**src/rtl/positron_layer_serializer_if.sv**
```systemverilog
// Handshake bundle between one positron layer and the serializer feeding the next layer.
// The slave modport is the serializer's view; master is the environment driving it.
interface positron_layer_serializer_if #(
  parameter int unsigned POSIT_WIDTH = 4,
  parameter int unsigned NB_POSITRON = 16
);
  logic [NB_POSITRON-1:0]             rts_i;
  logic [NB_POSITRON-1:0]             eow_i;
  logic [NB_POSITRON*POSIT_WIDTH-1:0] posit_i;
  logic [NB_POSITRON-1:0]             rtr_o;
  logic                               rtr_i;
  logic                               rts_o;
  logic                               sow_o;
  logic                               eow_o;
  logic [POSIT_WIDTH-1:0]             posit_o;

  modport slave (
    input  rts_i, eow_i, posit_i, rtr_i,
    output rtr_o, rts_o, sow_o, eow_o, posit_o
  );

  modport master (
    output rts_i, eow_i, posit_i, rtr_i,
    input  rtr_o, rts_o, sow_o, eow_o, posit_o
  );
endinterface

```
**src/rtl/positron_layer_serializer.sv**
```systemverilog
// Gathers one end-of-window posit per upstream lane, then replays them lane 0 first
// as a single serial window (sow on first beat, eow on last) for the next layer.
module positron_layer_serializer #(
  parameter int unsigned POSIT_WIDTH = 4,
  parameter int unsigned NB_POSITRON = 16
) (
  input  logic                          clk,
  input  logic                          rst_n,
  positron_layer_serializer_if.slave    bus
);

  localparam int unsigned IDX_W = (NB_POSITRON > 1) ? $clog2(NB_POSITRON) : 1;
  localparam logic [IDX_W-1:0] LAST_IDX = IDX_W'(NB_POSITRON - 1);

  typedef enum logic {COLLECT, EMIT} state_t;

  state_t                                  state;
  logic [NB_POSITRON-1:0]                  captured;
  logic [IDX_W-1:0]                        idx;
  logic [NB_POSITRON-1:0][POSIT_WIDTH-1:0] buffer;
  logic [NB_POSITRON-1:0]                  rtr;
  logic [NB_POSITRON-1:0]                  accept;

  // A lane that already delivered stays back-pressured until its posit is emitted.
  always_comb begin
    rtr    = (state == COLLECT) ? ~captured : '0;
    accept = bus.rts_i & bus.eow_i & rtr;
  end

  always_ff @(posedge clk or negedge rst_n) begin
    if (!rst_n) begin
      state    <= COLLECT;
      captured <= '0;
      idx      <= '0;
      buffer   <= '0;
    end else begin
      case (state)
        COLLECT: begin
          for (int unsigned k = 0; k < NB_POSITRON; k++) begin
            if (accept[k]) buffer[k] <= bus.posit_i[k*POSIT_WIDTH +: POSIT_WIDTH];
          end
          captured <= captured | accept;
          if ((captured | accept) == '1) state <= EMIT;
        end
        EMIT: begin
          if (bus.rtr_i) begin
            if (idx == LAST_IDX) begin
              idx      <= '0;
              captured <= '0;
              state    <= COLLECT;
            end else begin
              idx <= idx + IDX_W'(1);
            end
          end
        end
        default: state <= COLLECT;
      endcase
    end
  end

  always_comb begin
    bus.rtr_o   = rtr;
    bus.rts_o   = (state == EMIT);
    bus.sow_o   = (state == EMIT) && (idx == '0);
    bus.eow_o   = (state == EMIT) && (idx == LAST_IDX);
    bus.posit_o = (state == EMIT) ? buffer[idx] : '0;
  end

endmodule

```
**src/flat_wrapper.sv**
```systemverilog
// flat-port wrapper written by rule: the top's interface ports become plain ports
module positron_layer_serializer_flat 
#(
  parameter int unsigned POSIT_WIDTH = 4,
  parameter int unsigned NB_POSITRON = 16
)
  (clk, rst_n, bus_rts_i, bus_eow_i, bus_posit_i, bus_rtr_i, bus_rtr_o, bus_rts_o, bus_sow_o, bus_eow_o, bus_posit_o);
  positron_layer_serializer_if #(.POSIT_WIDTH(POSIT_WIDTH), .NB_POSITRON(NB_POSITRON)) bus_i ();
  input  logic clk;
  input  logic rst_n;
  input wire logic [$bits(bus_i.rts_i)-1:0] bus_rts_i;
  input wire logic [$bits(bus_i.eow_i)-1:0] bus_eow_i;
  input wire logic [$bits(bus_i.posit_i)-1:0] bus_posit_i;
  input wire logic [$bits(bus_i.rtr_i)-1:0] bus_rtr_i;
  output wire logic [$bits(bus_i.rtr_o)-1:0] bus_rtr_o;
  output wire logic [$bits(bus_i.rts_o)-1:0] bus_rts_o;
  output wire logic [$bits(bus_i.sow_o)-1:0] bus_sow_o;
  output wire logic [$bits(bus_i.eow_o)-1:0] bus_eow_o;
  output wire logic [$bits(bus_i.posit_o)-1:0] bus_posit_o;
  assign bus_i.rts_i = bus_rts_i;
  assign bus_i.eow_i = bus_eow_i;
  assign bus_i.posit_i = bus_posit_i;
  assign bus_i.rtr_i = bus_rtr_i;
  assign bus_rtr_o = bus_i.rtr_o;
  assign bus_rts_o = bus_i.rts_o;
  assign bus_sow_o = bus_i.sow_o;
  assign bus_eow_o = bus_i.eow_o;
  assign bus_posit_o = bus_i.posit_o;
  positron_layer_serializer #(.POSIT_WIDTH(POSIT_WIDTH), .NB_POSITRON(NB_POSITRON)) u_core (.clk(clk), .rst_n(rst_n), .bus(bus_i));
endmodule
```
**config.mk**
```make
export PLATFORM = sky130hd
export DESIGN_NAME = positron_layer_serializer_flat
export DESIGN_NICKNAME = d
export VERILOG_FILES = /design/src/rtl/positron_layer_serializer_if.sv /design/src/rtl/positron_layer_serializer.sv /design/src/flat_wrapper.sv
export SDC_FILE = /design/constraint.sdc
export NUM_CORES = 1
export LEC_CHECK = 0
export CAP_MARGIN = 5
export CORE_MARGIN = 4
export CORE_UTILIZATION = 25
export DETAILED_ROUTE_END_ITERATION = 10
export DONT_BUFFER_PORTS = 1
export GPL_TIMING_DRIVEN = 1
export PLACE_DENSITY = 0.37
export SETUP_SLACK_MARGIN = 0.02
export SLEW_MARGIN = 15
export SYNTH_ARGS = -nofsm -noshare
export SYNTH_HDL_FRONTEND = slang
export SYNTH_SLANG_ARGS = --single-unit
```
**constraint.sdc**
```tcl
create_clock -name clk -period 4.2 [get_ports clk]
set_input_delay 1.26 -clock clk [delete_from_list [all_inputs] [get_ports clk]]
set_output_delay 1.26 -clock clk [all_outputs]
set_load 0.02 [all_outputs]
```
==> results.md <==
- Post-synth EDFFs: 0
- Post-Syn Instances: 321
- Share of layout cells above drive strength 1: 32.8%
- Hold-fix buffers at CTS: 0
- Top Usage Layer GRT: met2
- DRT antenna net count: 0
- Reg-to-Reg Start: u_core.idx[1]$_DFFE_PN0P_
- Port-buffer cells: 0
- Layout area overhead: 10.8%
- Mapped cell area: 4100 sq um
- CP startpoint kind: flip-flop
- Worst vdd ir: 203 uV
- Final hold vios: 0
- Warning count from the yosys run: 0
- Cell Area, Placed: 4260 sq um
- First-iteration detailed-routing DRC count: 78
- Overall power: 3.28 mW
- Hold endpoint: u_core.buffer[61]$_DFFE_PN0P_
- Final instance area: 4540 sq um
- Critical Path AT: 2170 ps
- GP Congestion: 0.746
- CP endpoint kind: output pin
- Vias in the first global route: 2,636
- Initial antenna violation count: 3
- Clk Latency, worst-skew pair: 340 ps
- First-pass GRT wire length: 17,100 microns
- Die Width: 136 microns
- Met1 Track Usage GR: 16.1%
- Slew HR: 42.3%
- Flop-to-flop setup slack: 1650 ps
- CTS Root Cell: clkbuf_16
- Core Box Area: 16,000 sq um
- Syn_nets: 422
- CTS tree: yes
- # H-tree levels: 3
- Antenna Cells: 0
- Full die area: 18,500 sq um
- Worst Path Required: 2940 ps
- Reg2Reg Depth: 3
- Setup TNS: 0 ps
- Max_cap viols: 0
- Hold path cells: 1
- Status: complete, no violations
- Reg-to-Reg End: u_core.captured[9]$_DFFE_PN0P_
- Worst setup path startpoint: u_core.idx[1]$_DFFE_PN0P_
- CP Class: flip-flop to output pin
- Overflow after GRT: 0
- Register area share after synthesis: 51.9%
- Synthesized flop and latch total: 85
- Fin cells: 527
- Clock skew: 6.21 ps
- Largest net degree at the start of global routing: 86
- TritonRoute pass-1 iters: 5
- Site Rows: 46
- Initial Util: 25.6%
- Post-CTS setup buffers: 0
- WL/cell: 22.9 microns
- Leakage: 1.95 nW
- Worst Tran Pin Value: 863 ps
- Num CTS Buffers: 9
- Hold WC Path Type: flip-flop to flip-flop
- Placed insts: 512
- Ys flop type: dfrtp_1
- CTS Buffer Depth: 2
- Met2 Track Usage GR: 20.6%
- Fraction of registers with async set/reset: 100%
- Ports: 122
- Setup WS pre-CTS: 1100 ps
- DRC: 0
- Crit Path Max Fanout: 20
- Hold path start: u_core.buffer[61]$_DFFE_PN0P_
- Distinct cell type count after synthesis: 32
- Worst setup margin: 768 ps
- Max Transition Viols Final: 0
- Clk sinks: 85
- Area used by multi-input combinational logic: 1830 sq um
- Crit share post-route: 81.7%
- Mapped Avg Cell Area: 12.8 sq um
- Worst-path clk slew: 60 ps
- Hpwl dp: 9340 microns
- Die Height: 136 microns
- Via density: 4.80
- Vias: 2,528
- WL final: 12,100 microns
- RSZ-0062 raised after global routing: no
- Fill cells: 1,684
- Final setup fails: 0
- Pwr dens: 723 nW/um^2
- Register area: 2130 sq um
- GRT Total Usage: 13.2%
- Gates resized, CTS repair: 0
- Final min period: 3430 ps
- NumNets Final: 408
- GRT met3 Usage: 5.96%
- F_max: 0.291 GHz
-- metal layers --
layer / vias up / wire length, microns
li1: 1134 / -
met1: 1281 / 4980
met2: 89 / 5750
met3: 18 / 1130
met4: 6 / 189
met5: - / 34
-- cell families (layout without fill, tap and decap cells) --
group | Yosys count | count (layout) | synth area share, %
DFF | 85 | 85 | 51.9
adders and majority gates | 2 | 2 | 0.611
buffers and inverters | 32 | 22 | 3.51
and+or+nand+nor | 75 | 75 | 9.53
xor gates and xnor gates | 1 | 1 | 0.214
muxes | 89 | 89 | 28.6
AOI/OAI and AO/OA | 37 | 37 | 5.62
-- sequential cells by signal (all words and copies together) (netlist names) --
| signal | count |
|---|---|
| u_core.buffer | 64 |
| u_core.bus.rts_o | 1 |
| u_core.captured | 16 |
| u_core.idx | 4 |
-- worst max path at each step --
stage | endpoint | cells after the start
global route | bus_posit_o[3] | 3
detailed placement | bus_posit_o[3] | 3
finish | bus_posit_o[3] | 3
global placement | bus_posit_o[3] | 3
CTS | bus_posit_o[3] | 3
floorplan | bus_posit_o[1] | 5
-- final cells by class --
type / instances / area share, %
clock buffer: 12 / 5.65
clock inverter: 3 / 0.469
inverter: 4 / 0.331
multi-input combinational: 204 / 40.2
sequential: 85 / 46.9
tap: 216 / 5.95
timing repair buffer: 3 / 0.496
-- critical path, stage by stage, from the launching register on --
cell and delay [ps]:
dfrtp_1 870, mux4_2 350, mux2i_1 80, o22ai_1 530
-- cell usage after synthesis, drive strengths merged (3+ instances only) --
master	number	area share [%]
o22ai	8	1.2
a31oi	3	0.46
inv	4	0.37
a21oi	13	1.6
dfrtp	85	52
mux2	65	18
buf	4	0.95
clkbuf	24	2.2
and3	16	2.4
and3b	6	1.3
mux2i	8	2.0
nand2	12	1.1
o21ai	6	0.73
mux4	16	8.8
nor2	33	3.0
-- metrics by stage --
step	util [%]	hold slack, ps
floorplan	-	471
global placement	26.6	488
detailed placement	26.6	494
CTS	28.4	508
global route	28.4	515
finish	28.4	504
-- where the power goes --
part	switching, mW	internal [mW]	total (mW)
combinational	0.543	0.573	1.12
sequential	0.302	1.10	1.40
clock	0.333	0.430	0.763
total	1.18	2.11	3.28
-- cells in the final DEF (no fill, tap or decap), types with 2 or more instances in the layout --
cell type,instances
a21o_1,2
a21oi_1,13
a31oi_1,3
and3_1,16
and3b_1,6
buf_4,3
clkbuf_16,9
clkbuf_8,2
dfrtp_1,85
ha_1,2
inv_1,3
mux2_2,65
mux2i_1,8
mux4_2,16
nand2_1,12
nand3_1,2
nor2_1,33
o21ai_0,6
o22ai_1,8
Note: power is estimated with default switching activity, not from simulation.
